**config.mk**
```make
export PLATFORM = sky130hd
export DESIGN_NAME = table_writer
export DESIGN_NICKNAME = d
export VERILOG_FILES = /design/src/rtl/ac_pkg.sv /design/src/rtl/table_writer.sv
export SDC_FILE = /design/constraint.sdc
export NUM_CORES = 1
export LEC_CHECK = 0
export CAP_MARGIN = 20
export CORE_AREA = 2 2 76 78
export DETAILED_ROUTE_END_ITERATION = 8
export DIE_AREA = 0 0 78 80
export PLACE_DENSITY_LB_ADDON = 0.2
export REMOVE_ABC_BUFFERS = 1
export SETUP_SLACK_MARGIN = 0.15
export SLEW_MARGIN = 20
export SYNTH_ARGS = -nofsm -noshare
export SYNTH_HDL_FRONTEND = slang
export SYNTH_SLANG_ARGS = --single-unit
```
**constraint.sdc**
```tcl
create_clock -name CLK -period 3.3 [get_ports CLK]
set_clock_uncertainty 0.2 [all_clocks]
set_input_delay 0.99 -clock CLK [delete_from_list [all_inputs] [get_ports CLK]]
set_output_delay 0.99 -clock CLK [all_outputs]
set_load 0.02 [all_outputs]
```
**src/rtl/ac_pkg.sv**
```systemverilog
// ac_pkg: constants and FSM encoding shared by the Aho-Corasick table
// writer, the table reader and the RAM wrappers.
//   STATE_W   - width of a state/node id
//   CHAR_W    - width of a pattern character
//   ADDR_W    - goto RAM address width, address = {state, char}
//   NO_EDGE   - goto entry value meaning "no edge" (root is never a child)
//   ROOT      - root state id
//   MAX_STATE - highest allocatable state id (255 is reserved)
package ac_pkg;

  localparam int STATE_W = 8;
  localparam int CHAR_W  = 4;
  localparam int ADDR_W  = STATE_W + CHAR_W;

  localparam logic [STATE_W-1:0] NO_EDGE     = 8'd0;
  localparam logic [STATE_W-1:0] ROOT        = 8'd0;
  localparam logic [STATE_W-1:0] FIRST_STATE = 8'd1;
  localparam logic [STATE_W-1:0] MAX_STATE   = 8'd254;

  typedef enum logic [2:0] {
    ST_IDLE   = 3'd0,
    ST_CLEAR  = 3'd1,
    ST_LOOK   = 3'd2,
    ST_DECIDE = 3'd3,
    ST_MARK   = 3'd4
  } ac_state_e;

endpackage

```
**src/rtl/table_writer.sv**
```systemverilog
// table_writer: builds the Aho-Corasick goto table and per-state match flags
// from a stream of 4-bit pattern characters. Owns the write ports of the goto
// RAM and the match-flag RAM during load, and clears both on INITIALIZE.
//
// Ports
//   CLK, RST     - clock (rising edge), asynchronous active-low reset
//   INITIALIZE   - starts a full table clear; wins over everything else
//   PAT_VALID/PAT_READY/PAT_CHAR/PAT_LAST - pattern character stream
//   ADDR_G, WE_G, WDATA_G, RDATA_G - goto RAM port (read data 1 cycle late)
//   OUT_WE, OUT_ADDR, OUT_WDATA    - match-flag RAM write port
//   STATE_COUNT  - next free state id (= states in use including root)
//   BUSY         - FSM is not in IDLE
//   FULL         - sticky, an allocation was refused since the last clear
//   DONE         - 1-cycle pulse when a pattern's terminal state is marked
//
// Handshake: a character transfers on a rising edge where PAT_VALID and
// PAT_READY are both high. PAT_READY depends only on the FSM state and
// INITIALIZE, never on PAT_VALID, so the source may hold VALID and data
// steady until the transfer.
module table_writer
  import ac_pkg::*;
(
  input  logic               CLK,
  input  logic               RST,
  input  logic               INITIALIZE,
  input  logic               PAT_VALID,
  output logic               PAT_READY,
  input  logic [CHAR_W-1:0]  PAT_CHAR,
  input  logic               PAT_LAST,
  output logic [ADDR_W-1:0]  ADDR_G,
  output logic               WE_G,
  output logic [STATE_W-1:0] WDATA_G,
  input  logic [STATE_W-1:0] RDATA_G,
  output logic               OUT_WE,
  output logic [STATE_W-1:0] OUT_ADDR,
  output logic               OUT_WDATA,
  output logic [STATE_W-1:0] STATE_COUNT,
  output logic               BUSY,
  output logic               FULL,
  output logic               DONE
);

  ac_state_e          r_state, w_state_nxt;
  logic [STATE_W-1:0] r_cur, w_cur_nxt;
  logic [STATE_W-1:0] r_next_free, w_next_free_nxt;
  logic [ADDR_W-1:0]  r_counter, w_counter_nxt;
  logic               r_drop, w_drop_nxt;
  logic               r_full, w_full_nxt;
  logic [CHAR_W-1:0]  r_char;
  logic               r_last;
  logic               w_accept;

  assign BUSY        = (r_state != ST_IDLE);
  assign STATE_COUNT = r_next_free;
  assign FULL        = r_full;

  always_ff @(posedge CLK or negedge RST) begin
    if (!RST) begin
      r_state     <= ST_IDLE;
      r_cur       <= ROOT;
      r_next_free <= FIRST_STATE;
      r_counter   <= '0;
      r_drop      <= 1'b0;
      r_full      <= 1'b0;
      r_char      <= '0;
      r_last      <= 1'b0;
    end else begin
      r_state     <= w_state_nxt;
      r_cur       <= w_cur_nxt;
      r_next_free <= w_next_free_nxt;
      r_counter   <= w_counter_nxt;
      r_drop      <= w_drop_nxt;
      r_full      <= w_full_nxt;
      if (w_accept) begin
        r_char <= PAT_CHAR;
        r_last <= PAT_LAST;
      end
    end
  end

  always_comb begin
    w_state_nxt     = r_state;
    w_cur_nxt       = r_cur;
    w_next_free_nxt = r_next_free;
    w_counter_nxt   = r_counter;
    w_drop_nxt      = r_drop;
    w_full_nxt      = r_full;
    w_accept        = 1'b0;
    PAT_READY       = 1'b0;
    ADDR_G          = '0;
    WE_G            = 1'b0;
    WDATA_G         = '0;
    OUT_WE          = 1'b0;
    OUT_ADDR        = '0;
    OUT_WDATA       = 1'b0;
    DONE            = 1'b0;

    case (r_state)
      ST_IDLE: begin
        PAT_READY = !INITIALIZE;
        if (PAT_VALID && !INITIALIZE) begin
          w_accept = 1'b1;
          if (r_drop) begin
            // Rest of a refused pattern: swallow it, one cycle per char.
            if (PAT_LAST) begin
              w_drop_nxt = 1'b0;
              w_cur_nxt  = ROOT;
            end
          end else begin
            w_state_nxt = ST_LOOK;
          end
        end
      end

      ST_LOOK: begin
        ADDR_G      = {r_cur, r_char};
        w_state_nxt = ST_DECIDE;
      end

      ST_DECIDE: begin
        ADDR_G      = {r_cur, r_char};
        w_state_nxt = r_last ? ST_MARK : ST_IDLE;
        if (RDATA_G != NO_EDGE) begin
          w_cur_nxt = RDATA_G;
        end else if (r_next_free <= MAX_STATE) begin
          WE_G            = 1'b1;
          WDATA_G         = r_next_free;
          w_cur_nxt       = r_next_free;
          w_next_free_nxt = r_next_free + 1'b1;
        end else begin
          // Out of states. The terminal state would be a truncated prefix,
          // so a refused pattern is never marked. If this was the last
          // character the pattern is over now; otherwise drop the rest.
          w_full_nxt  = 1'b1;
          w_state_nxt = ST_IDLE;
          if (r_last) begin
            w_cur_nxt = ROOT;
          end else begin
            w_drop_nxt = 1'b1;
          end
        end
      end

      ST_MARK: begin
        OUT_WE      = 1'b1;
        OUT_ADDR    = r_cur;
        OUT_WDATA   = 1'b1;
        DONE        = 1'b1;
        w_cur_nxt   = ROOT;
        w_state_nxt = ST_IDLE;
      end

      ST_CLEAR: begin
        WE_G   = 1'b1;
        ADDR_G = r_counter;
        // Match RAM has one entry per state, i.e. the first 256 addresses.
        if (r_counter[ADDR_W-1:STATE_W] == '0) begin
          OUT_WE   = 1'b1;
          OUT_ADDR = r_counter[STATE_W-1:0];
        end
        if (r_counter == '1) begin
          w_counter_nxt   = '0;
          w_cur_nxt       = ROOT;
          w_next_free_nxt = FIRST_STATE;
          w_full_nxt      = 1'b0;
          w_drop_nxt      = 1'b0;
          w_state_nxt     = ST_IDLE;
        end else begin
          w_counter_nxt = r_counter + 1'b1;
        end
      end

      default: w_state_nxt = ST_IDLE;
    endcase

    // INITIALIZE overrides whatever the current state decided, including
    // restarting a clear already in progress.
    if (INITIALIZE) begin
      w_state_nxt   = ST_CLEAR;
      w_counter_nxt = '0;
    end
  end

endmodule
```
==> results.md, run 1 <==
- The maximum buffer depth of the clock tree is 2.
- The number of design rule violations left after detail routing is 0.
- The critical register-to-register path startpoint is STATE_COUNT[0].
- The count of different cell masters after synthesis is 50.
- The library cell used most frequently in the layout, excluding fill and tap cells, is buf_4.
- The setup TNS is 0 ns.
- The clock root buffer master is clkbuf_8.
- The total of endpoints with negative setup slack in the final report is 0.
- The total area inside the core boundary comes to 0.00541 sq mm.
- The H-tree generated during clock tree synthesis spans 2 levels.
- Setup repair after global routing could not meet its margin everywhere.
- The x dimension of the die is 78 um.
- The clock latency reported for the late side of the worst-skew pair is 0.30 ns.
- Data arrives at the worst endpoint at 2.07 ns.
- Global routing used 24.6% of the available tracks across all layers.
- Relative to the synthesized area, the layout overhead comes to 43.4%.
- The number of enable flip-flop cells after synthesis is 0.
- The peak ir drop on the vdd network is 0.000250 V.
- Counting both buffers and inverters, the worst setup path holds a total of 3.
- The cell count after synthesis is 260.
- For this design the ratio of total power to cell area is 291 mW/mm^2.
- The worst reg2reg path depth is 6.
- The top cell family by delay on the critical path is simple AND/OR/NAND/NOR gates.
- The transition time of the tightest slew-check pin is 1.11 ns.
- The tightest hold path in the finished design has a slack of 0.311 ns.
- After detailed routing, the number of vias per cell comes to 5.98.
- The worst path required time is 2.11 ns.
- The global placer's final weighted congestion is 0.897.
- Counting I/O delays and the setup requirement, the final critical path takes 3.26 ns.
- Power comes to 1000 uW.
- The number of rows created at floorplan is 27.
- The synthesized area per cell is 9.25 sq um.
- For this run, the post-layout net count is 369.
- The critical-path maximum fanout is 7.
- The end of the worst register-to-register path is r_cur[6].
- The post-DP HPWL is 5.13 mm.
- The detail route stage leaves a number of antenna-violating nets equal to 0.
- During synthesis, Yosys emitted a total of 0 warnings.
- The number of global-route vias before repair was 2,422.
- The area of all placed cells without fillers is 0.00345 sq mm.
- The number of cells on the critical path is 6.
- The initial core utilization is 44.5%.
- The initial antenna violation count came to 0.
- The critical path goes through buf_2, nor4_4, and3_4, buf_6, and3_4, buf_6.
- The number of CTS-inserted buffers is 5.
- Counting flops and latches in the post-synthesis netlist gives 38.
- The detailed-route wire length per cell is 17.5 um.
- In this run the tightest slew margin relative to its limit is 25.7%.
- The number of hold buffers added after CTS was 0.
- The count of antenna diodes in the layout is 0.
- The floorplan step defined a die boundary enclosing 0.00624 sq mm.
- The analysis attributes to cell leakage a power of 0.00160 uW.
- Following the worst setup path forward leads to its endpoint at WDATA_G[5].
- Timing would allow up to 0.307 GHz.
- The fraction of registers with async set or reset after synthesis is 100%.
- The flow ran to the end, and the final reports show no timing, DRC or antenna violations.
- Entering global routing, the biggest net connects 39 pins.
- The die is 80 um tall.
- TritonCTS built the clock tree.
- In this run the tool buffered the top-level ports with 59 buffer cells.
- The share of layout cells above drive strength 1 is 29.4%.
- In this run the register-to-register setup slack is 0.93 ns.
- Clock-pin slew was measured on the worst setup and hold paths at 0.07 ns.
- The first-pass iteration count of the detailed router is 4.
- The critical path is of the in2out type.
- The cell area after placement is 0.00328 sq mm.
- The clock net in this run drives a total of 38 sinks.
- The total count of hold-check failures in the final report came to 0.
- For this block, the initial DRC count from the detailed router was 168.
- The stage delay of the slowest cell on the critical path is 0.30 ns.
- The most used flip-flop cell after synthesis is dfrtp_1.
- For this design the top-level I/O count stands at 60.
- The min-delay analysis places its worst path in the category reg2reg.
- The critical path starts at RDATA_G[1].
- For this block, the via count after detailed routing is 2,522.
- In the layout the commonest cells are buf_4 (42), dfrtp_1 (37), nand3_1 (28), a22o_1 (19), clkdlybuf4s50_1 (17).
- The count of pins over their slew limit came to 0.
- The end-of-flow core utilization is 63.8%.
- After synthesis the cells add up to 0.00241 sq mm.
- The number of max-cap violations is 0.
- The total length of routed wires is 7.38 mm.
- The wire length of the first global-routing pass is 12.1 mm.
- Summed over all layers, the global routing overflow is 0.
- The type of element capturing the critical path is a primary output.
- The launching element type of the critical path is an input port.
- The sequential cell area fraction in the yosys report is 39.6%.
- The layout has 480 filler cells.
- The final cycle utilization of the critical path is 98.7%.
- The critical path's slowest cell is nor4_4.
[sequential cells by signal (all words and copies together), names as in the netlist]
signal and cells:
FULL 1, r_drop 1, r_state 3, r_last 1, r_char 4, r_cur 8, r_counter 12, STATE_COUNT 8
[through the flow]
stage	setup slack, ns	instances
2_1_floorplan	-0.242	240
3_3_place_gp	-0.853	409
3_5_place_dp	-0.889	409
4_1_cts	0.00554	418
5_1_grt	-0.00224	422
6_report	0.0431	422
[cell families (layout without fill, tap and decap cells)]
logic type,after synthesis,in the layout,synth area share [%]
mux,10,10,4.52
flops,38,38,39.6
compound gates,71,71,22.0
xor+xnor,5,5,1.82
buf+inv,25,114,4.47
simple gates,108,109,26.0
fa+ha+maj,3,3,1.56
[cell usage after synthesis (2+ instances only)]
library cell	count	area share, %
xor2_1	5	1.8
clkbuf_1	16	2.5
inv_1	5	0.78
ha_1	3	1.6
a21oi_1	10	2.1
nor4_1	3	0.78
and4b_1	2	0.83
mux2_2	7	3.3
o31ai_1	6	1.9
or4_1	7	2.2
and2_1	2	0.52
buf_2	2	0.42
mux2i_1	3	1.2
nor2_1	10	1.6
a31oi_1	3	0.78
and3_1	10	2.6
or3_1	3	0.78
a32oi_1	8	2.9
nand2_1	18	2.8
dfrtp_1	37	38
nand3_1	28	5.8
nor3_1	2	0.42
o21ai_0	15	3.1
nor4_2	2	1.0
a22o_1	19	6.9
nand4_1	8	2.1
and4_1	3	1.1
[worst min path at each step]
stage / startpoint / endpoint / slack (ns) / depth (start not counted)
2_1_floorplan: r_char[2] / r_char[2] / 0.28 / 1
3_3_place_gp: r_char[2] / r_char[2] / 0.29 / 1
6_report: r_char[2] / r_char[2] / 0.31 / 1
4_1_cts: r_char[3] / r_char[3] / 0.31 / 1
5_1_grt: r_char[1] / r_char[1] / 0.34 / 1
3_5_place_dp: r_char[3] / r_char[3] / 0.30 / 1
[final cells by class]
class | count | area [sq um] | area share (%)
Multi-Input combinational cell | 198 | 1440 | 41.6
Clock inverter | 3 | 40.0 | 1.16
Sequential cell | 38 | 952 | 27.6
Inverter | 5 | 18.8 | 0.544
Clock buffer | 5 | 68.8 | 1.99
Tap cell | 72 | 90.1 | 2.61
Timing Repair Buffer | 101 | 846 | 24.5
[routing by layer]
metal  wire (um)  part of all wire, %  GRT usage (%)  vias up
met5           0                    0              0        -
met4          79                  1.1           5.79        0
met3         403                  5.5           3.85        9
met2        3640                   49           40.9       87
met1        3260                   44           33.9     1241
li1            -                    -              -     1185
[what timing repair did]
action / in CTS / in global routing
pin swaps: 7 / 5
cloned: 1 / 0
setup endpoints to repair: 31 / 19
endpoints found under the hold margin: 0 / 0
gates resized for setup: 120 / 31
buffers inserted: 0 / 4
[report_power, final]
part	internal (uW)	total, uW	switching (uW)
Combinational	47.8	94.2	46.4
Clock	223	400	177
Sequential	485	510	24.9
No activity file was read; power rests on OpenSTA's default activity.
==> run 2, diff against run 1 <==
- CORE_AREA: 2 2 76 78 -> 2 2 71 73
- DIE_AREA: 0 0 78 80 -> 0 0 73 75
- TNS_END_PERCENT: default -> 5
- clock period: 3.3 -> 3.85 ns (I/O delays scaled with it)
==> run 2 against run 1 <==
Core utilization grew 7.1 points; final area down 4.2%; clock power decreased by 29%; non-clock buffer count decreased by 15; cell count fell by 7.8%; via count shrank 1.8%; register-to-register slack improved by 0.53 ns; critical endpoint is now WDATA_G[2]; largest cell class unchanged.
==> results.md, run 2 (synthesis results as in run 1) <==
- The net switching component of the power is 200 uW (-20%).
- The power share of the sequential group was 54.2% (+3.4 points).
- The count of antenna diodes in the layout is 0 (unchanged).
- The layout net count came to 354 (-4.1%).
- The initial core utilization was 51.6% (+7.1 points).
- The stage delay of the slowest cell on the critical path was 0.27 ns (-0.03 ns).
- The cell total after placement is 378 (-7.6%).
- The area taken by multi-input logic gates was 0.00142 sq mm (-1.4%).
- The cell area power density is 243 mW/mm^2 (-16%).
- The transition time of the tightest slew-check pin is 0.858 ns (-0.247 ns).
- The wire length of the first global-routing pass is 10.6 mm (-12%).
- The flow ran to the end, and the final reports show no timing, DRC or antenna violations.
- The filler cell count was 359 (-25%).
- The critical-path maximum fanout is 6 (-1).
- The area of all sequential standard cells is 953 sq um (+0.13%).
- The total number of vias is 2,476 (-1.8%).
- The top-level I/O count is 60 (unchanged).
- The sink count of the clock tree is 38 (unchanged).
- The final cycle utilization of the critical path is 95.8%.
- The number of design rule violations left after detail routing was 0 (unchanged).
- CTS placed an instance of clkbuf_8 at the clock tree root.
- The peak clock frequency supported by timing is 0.271 GHz.
- The switching part of the total is 24.8% (+0.083 points).
- The x dimension of the die was 73 um (-6.4%).
- The launching element type of the critical path is an input port.
- The total count of hold-check failures in the final report came to 0 (unchanged).
- The clock latency reported for the late side of the worst-skew pair came to 0.29 ns (about the same).
- The die height is 75 um (-6.3%).
- The H-tree level count is 2 (unchanged).
- Ranked by flip-flop count, first place goes to r_counter.
- The clock transition at the registers of the reported paths is 0.07 ns (about the same).
- The critical path's slowest cell is dlygate4sd2_1.
- The via density per instance is 6.37 (+6.5%).
- The number of flip-flops in the largest register is 12 (unchanged).
- The critical setup path kind is in2out.
- The type of element capturing the critical path is a primary output.
- The maximum number of pins on one net before global-route repair is 39 (unchanged).
- The count of antenna-violating nets left after detailed routing is 0 (unchanged).
- The count of pins over their slew limit is 0 (unchanged).
- The data arrival time of the critical path is 2.33 ns (+0.26 ns).
- The tightest hold margin is 0.308 ns (-0.00306 ns).
- The post-DP HPWL is 4.78 mm (-6.9%).
- The total global-route track usage came to 25.3% (+0.70 points).
- In the layout the commonest cells are clkdlybuf4s50_1 (39), dfrtp_1 (36), nand3_1 (28), buf_4 (28), a22o_1 (19).
- The worst max-slew margin expressed relative to the limit is 42.8% (+17 points).
- Setup repair after global routing could not meet its margin everywhere.
- The end-of-flow core utilization is 70.9% (+7.1 points).
- The core region area is 0.00466 sq mm (-14%).
- The internal power came to 604 uW (-20%).
- The worst path required time came to 2.49 ns (+0.38 ns).
- Walking the worst path, the cells encountered are dlygate4sd2_1, nor4_4, and3_4, buf_4, and3_4, buf_6.
- The number of global-route vias before repair is 2,116 (-13%).
- The non-filler instance count after layout came to 389 (-7.8%).
- The cell with the most instances on the worst path is and3_4.
- The initial antenna violation count is 0 (unchanged).
- TritonCTS built the clock tree.
- The most common cell after layout, fill and taps aside is clkdlybuf4s50_1.
- The total length of routed wires was 6.79 mm (-7.9%).
- The worst hold-check path type is reg2reg.
- The peak ir drop on the vdd network came to 0.000196 V (-22%).
- The maximum buffer depth of the clock tree is 2 (unchanged).
- The number of rows created at floorplan came to 25 (-7.4%).
- The full die area came to 0.00548 sq mm (-12%).
- The worst reg2reg path depth came to 5 (-1).
- The total of endpoints with negative setup slack in the final report is 0 (unchanged).
- The number of CTS-inserted buffers was 5 (unchanged).
- The sum of overflow across all layers after global routing is 0 (unchanged).
- Compared with the post-synthesis result, the final layout area differs by 37.4%.
- The hold path depth is 1 (unchanged).
- The number of hold-repair buffers added at the cts stage came to 0 (unchanged).
- The number of max-cap violations is 0 (unchanged).
- The detailed-route wire length per cell is 17.5 um (about the same).
- The global placer's final weighted congestion was 0.918 (+2.3%).
- The share of total power in combinational logic is 10.3% (+0.9 points).
- The first-pass iteration count of the detailed router is 4 (unchanged).
- The leakage component of the power came to 0.00142 uW (-11%).
- The proportion of power drawn by the clock network came to 35.5% (-4.3 points).
- The placement-stage worst setup slack was -0.729 ns (+0.160 ns).
- The count of input and output buffers came to 59 (unchanged).
- The total power was 804 uW (-20%).
- The final critical-path required period is 3.69 ns.
- The setup slack after layout was 0.162 ns (+0.118 ns).
- The share of layout cells above drive strength 1 was 21.5% (-7.9 points).
- The DRC marker count from the first detailed-route iteration came to 222 (+32%).
==> run 2: cell count changes in the layout (fill, tap and decap cells not counted), moves of 2 or more <==
cell             before  now
nand2_1              15   18
dlygate4sd2_1        13    4
clkbuf_2              9    3
buf_6                12    5
clkdlybuf4s50_1      17   39
buf_4                42   28
nand2_2               2    0
==> run 2: power groups by stage <==
| stage | registers [uW] | clock network, uW | logic (uW) |
|---|---|---|---|
| finish | 436 | 285 | 82.8 |
| CTS | 435 | 288 | 82.5 |
| global route | 438 | 309 | 90.9 |
| global placement | 443 | 0 | 82.3 |
| detailed placement | 443 | 0 | 83.6 |
| floorplan | 436 | 0 | 33.1 |
==> run 2: metrics by stage <==
step	instance area, sq um	setup TNS (ns)
2_1_floorplan	2320	-0.0216
3_3_place_gp	3160	-6.27
3_5_place_dp	3160	-6.37
4_1_cts	3270	0
5_1_grt	3310	0
6_report	3310	0
==> run 2: path summary, 6_finish.rpt <==
path / start / to / slack, ns
setup reg to reg: r_state[1] / STATE_COUNT[6] / 1.46
hold reg to reg: r_char[3] / r_char[3] / 0.31
max in group asynchronous: RST / r_counter[11] / 2.08
min in group asynchronous: RST / STATE_COUNT[5] / 0.77
hold / removal: r_char[3] / r_char[3] / 0.31
setup / recovery: RDATA_G[2] / WDATA_G[2] / 0.16
==> run 2: final cells by class <==
| type | instances | area share, % |
|---|---|---|
| sequential | 38 | 28.8 |
| multi-input combinational | 198 | 42.8 |
| clock buffer | 7 | 2.61 |
| timing repair buffer | 86 | 23.0 |
| tap | 54 | 2.04 |
| inverter | 5 | 0.568 |
| clock inverter | 1 | 0.151 |
==> run 2: worst max-delay path, delay by kind of cell <==
kind,cells,cell delay [ns]
buffers and inverters,3,0.51
AND/OR/NAND/NOR,3,0.67
==> run 2: routing by layer <==
| metal | wire length, um | up-vias | global-route usage (%) |
|---|---|---|---|
| li1 | - | 1162 | - |
| met1 | 3060 | 1196 | 37.3 |
| met2 | 3180 | 111 | 38.6 |
| met3 | 480 | 7 | 4.55 |
| met4 | 73 | 0 | 6.79 |
| met5 | 0 | - | 0 |
==> run 2: timing repair <==
item	4_1_cts	5_1_grt
resized for setup	63	15
setup endpoints to repair	19	19
cloned	0	1
buffers inserted	1	1
pin swaps	3	4
==> variant 1: new RTL, settings of run 1 <==
`STATE_W`: 8 -> 9.
--- a/src/rtl/ac_pkg.sv
+++ b/src/rtl/ac_pkg.sv
@@ -10,3 +10,3 @@
 
-  localparam int STATE_W = 8;
+  localparam int STATE_W = 9;
   localparam int CHAR_W  = 4;
Interface: changed (5 resized); port bits go from 60 to 65. The function was not compared with the original's and may differ.
==> variant 1 against run 1 <==
Synthesized area up 0.52%. Cell area grew 1.2%. Via count fell by 3.2%. Cell count up 1.7%. Register-to-register slack lost 0.12 ns. Sequential cell count is 3 higher. Routed wire length shrank 7.2%. Critical path type unchanged. First-iteration DRC count down 6.5%. The flow now finishes with violations (setup timing). Power fell by 5.8%. Worst setup slack lost 0.36 ns.
==> variant 1: results (changes against run 1) <==
[grt]
grt_start_max_net_pins = 42  ; was 39
grt_usage_pct = 22.44  ; was 24.63%
grt_pass1_wl_mm = 11.05  ; was 12.14 mm
grt_pass1_vias = 2291  ; was 2,422
global_route.usage.met1_pct = 31.29  ; was 33.90%
use_met2_pct = 37.07  ; was 40.86%

[detailed_routing]
route.met2.wl_mm = 3.271  ; was 3.636 mm
drt_iter0_drc = 157  ; was 168
drt-met1-wl_mm = 3.101  ; was 3.256 mm
post_drt_wl_per_cell_um = 15.96  ; was 17.48 um
vias = 2441  ; was 2,522

[placement]
io_buffers = 63  ; was 59
hpwl_mm = 5.031  ; was 5.133 mm
dp.cells = 417  ; was 409
dpl-instance-area_um2 = 3349  ; was 3283 um2
gp_congestion = 0.9327  ; was 0.8969

[power]
p_comb_share_pct = 8.8  ; was 9.4%
internal_power_mw = 0.7028  ; was 0.7557 mW
pg_seq_mw = 0.526  ; was 0.510 mW
peakVddDrop_uv = 215.7  ; was 249.8 uV

[synthesis]
synthTopCellsByArea = dfrtp_1 (41%), a22o_1 (8.7%), nor2_1 (6.1%)  ; was dfrtp_1 (38%), a22o_1 (6.9%), nand3_1 (5.8%)
muxShareOfSynthArea_pct = 3.156  ; was 4.524%
ys_seq_area_share_pct = 42.47  ; was 39.57%
synth_fa_ha_area_share_pct = 1.552  ; was 1.560%
synth_compound_gate_area_share_pct = 19.92  ; was 22.05%
synthXorXnorAreaFrac_pct = 3.621  ; was 1.820%
synth.cells.most_frequent = dfrtp_1 (40), nor2_1 (39), a22o_1 (24)  ; was dfrtp_1 (37), nand3_1 (28), a22o_1 (19)

[final_layout]
largest_reg_flops = 13  ; was 12
instances_no_fill = 429  ; was 422
layout.nets = 377  ; was 369
drive_gt1_share_pct = 28.85  ; was 29.43%

[sta]
setup_violations = 9  ; was 0
setup_ws_ns = -0.3186  ; was 0.04306 ns
fin_tns_setup_ns = -2.499  ; was 0 ns
hold_slack_ns = 0.3169  ; was 0.3112 ns

[status]
violations = setup timing
outcome = complete, but fails checks  ; was complete, no violations

[worst_setup_path]
endpoint = WDATA_G[3]  ; was WDATA_G[5]
rr_worst_depth = 9  ; was 6
max_stage_delay_ns = 0.56  ; was 0.30 ns
worst_path_max_delay_cell = or4_4  ; was nor4_4
crit_start = RDATA_G[7]  ; was RDATA_G[1]
critPathArrivalTime_ns = 2.43  ; was 2.07 ns

[hold_path]
holdPathEnd = r_char[0]  ; was r_char[2]

[cts]
cts_setup_buffers = 2  ; was 0

[variant 1: changes by cell type in the layout (fill, tap and decap cells not counted), moves of 6 or more]
cell | run 1 | this run
a21oi_1 | 10 | 20
a32oi_1 | 8 | 0
nand3_1 | 28 | 10
nor2_1 | 9 | 38
o21ai_0 | 15 | 2
o2bb2ai_1 | 0 | 8
o31ai_1 | 6 | 0
or4_1 | 7 | 1
[variant 1: area by class of cell]
type / instances / area [um2]
Fill cell: 470 / 1914
Clock inverter: 3 / 22.52
Multi-Input combinational cell: 200 / 1371
Timing Repair Buffer: 105 / 899.6
Tap cell: 72 / 90.09
Clock buffer: 5 / 68.82
Inverter: 3 / 11.26
Sequential cell: 41 / 1027
[variant 1: worst reg2reg max path: cells and delay by family (launching register included)]
| family | cells | cell delay [ns] |
|---|---|---|
| muxes | 1 | 0.19 |
| buffers and inverters | 3 | 0.41 |
| and+or+nand+nor | 3 | 0.39 |
| adders and majority gates | 1 | 0.16 |
| AOI/OAI and AO/OA | 1 | 0.68 |
| DFF | 1 | 0.37 |
==> variant 2: new RTL, settings of run 1 <==
Without the edit above. Put one more register stage on the output `STATE_COUNT`, cleared by the reset. The value now appears one clock later. The other outputs are not delayed to match.
--- a/src/rtl/table_writer.sv
+++ b/src/rtl/table_writer.sv
@@ -53,3 +53,9 @@
   assign BUSY        = (r_state != ST_IDLE);
-  assign STATE_COUNT = r_next_free;
+  always_ff @(posedge CLK or negedge RST) begin
+    if (!RST) begin
+      STATE_COUNT <= '0;
+    end else begin
+      STATE_COUNT <= r_next_free;
+    end
+  end
   assign FULL        = r_full;
Formal check against the unedited RTL: not equivalent (a bounded check fails within 4 cycles, from zero or initial values and one cycle with RST low).
==> variant 2 against run 1 <==
Worst setup slack lost 0.018 ns. Cell area grew 6.5%. Sequential cell count grew 8. Synthesized area grew 7.8%. Fmax shrank 0.54%. Utilization grew 4.2 points. Routed wire length grew 6.0%. Power grew 9.7%. Highest routed layer unchanged.
==> variant 2: results (changes against run 1) <==
[grt]
grt_pass1_vias = 2459  ; was 2,422
grt_pass1_wl_mm = 12.39  ; was 12.14 mm
grt_start_max_net_pins = 38  ; was 39
grt_usage_pct = 25.44  ; was 24.63%

[cts]
clock-sinks = 46  ; was 38
path_clk_slew_ns = 0.09  ; was 0.07 ns

[synthesis]
muxShareOfSynthArea_pct = 2.943  ; was 4.524%
synth.cells.most_frequent = dfrtp_1 (45), nand2_1 (21), a22o_1 (20)  ; was dfrtp_1 (37), nand3_1 (28), a22o_1 (19)
synthXorXnorAreaFrac_pct = 1.688  ; was 1.820%
synth_compound_gate_area_share_pct = 23.64  ; was 22.05%
synth_fa_ha_area_share_pct = 1.447  ; was 1.560%
ys_seq_area_share_pct = 44.43  ; was 39.57%
synth_cell_type_count = 49  ; was 50

[placement]
gp_congestion = 0.8733  ; was 0.8969

[detailed_routing]
vias = 2666  ; was 2,522
drt_iter0_drc = 412  ; was 168

[final_layout]
multi_input_cells = 189  ; was 198
layout.nets = 383  ; was 369
instances_no_fill = 436  ; was 422
multi_input_area_share_pct = 37.68  ; was 41.59%
num-nonclk-inverters = 16  ; was 5
nFillCells = 448  ; was 480
regArea_um2 = 1155  ; was 952.2 um2

[sta]
post-route-period-util_pct = 99.23  ; was 98.70%
worstMarginPinSlew_ns = 0.5020  ; was 1.105 ns

[worst_setup_path]
endpoint = WDATA_G[7]  ; was WDATA_G[5]
reg2reg_to = r_cur[3]  ; was r_cur[6]
max_stage_delay_ns = 0.25  ; was 0.30 ns
r2r-start = r_state[0]  ; was STATE_COUNT[0]

[status]
outcome = complete, no violations  ; unchanged

[power]
peakVddDrop_uv = 221.6  ; was 249.8 uV

[variant 2: cell types whose count changed after synthesis, moves of 7 or more]
cell	delta
inv_1	+11
a31oi_1	+8
o211ai_1	+8
nand3_1	-17
dfrtp_1	+8
o21ai_0	-7
[variant 2: logic make-up (layout without fill, tap and decap cells)]
kind of cell / Yosys count / in the layout
simple gates: 93 / 94
compound gates: 80 / 80
flops: 46 / 46
buf+inv: 38 / 129
mux: 7 / 7
xor+xnor: 5 / 5
fa+ha+maj: 3 / 3
[variant 2: layer usage]
layer / vias up / global-route usage (%) / part of all wire (%)
li1: 1222 / - / -
met1: 1284 / 35.42 / 43
met2: 145 / 41.47 / 48
met3: 15 / 3.959 / 6.7
met4: 0 / 7.018 / 1.9
met5: - / 0 / 0
[variant 2: power by group]
group	total [mW]	internal, mW	switching [mW]	leakage (nW)
logic	0.0892	0.0437	0.0455	1.07
clock network	0.423	0.223	0.199	0.0579
registers	0.590	0.574	0.0163	0.561
[variant 2: repair_timing]
action | in CTS | in global routing
hold endpoints to repair | 0 | 0
buffers inserted | 3 | 2
pin swaps | 6 | 6
endpoints found under the setup margin | 39 | 21
gates cloned | 1 | 0
resized for setup | 137 | 20
[variant 2: worst min path at each step]
stage               slack [ns]           start  cells past startpoint             end
floorplan                 0.21  r_next_free[5]                      0  STATE_COUNT[5]
global placement          0.28            FULL                      2            FULL
detailed placement        0.29  r_next_free[5]                      1  STATE_COUNT[5]
CTS                       0.31  r_next_free[5]                      1  STATE_COUNT[5]
global route              0.33       r_char[1]                      1       r_char[1]
finish                    0.31  r_next_free[5]                      1  STATE_COUNT[5]
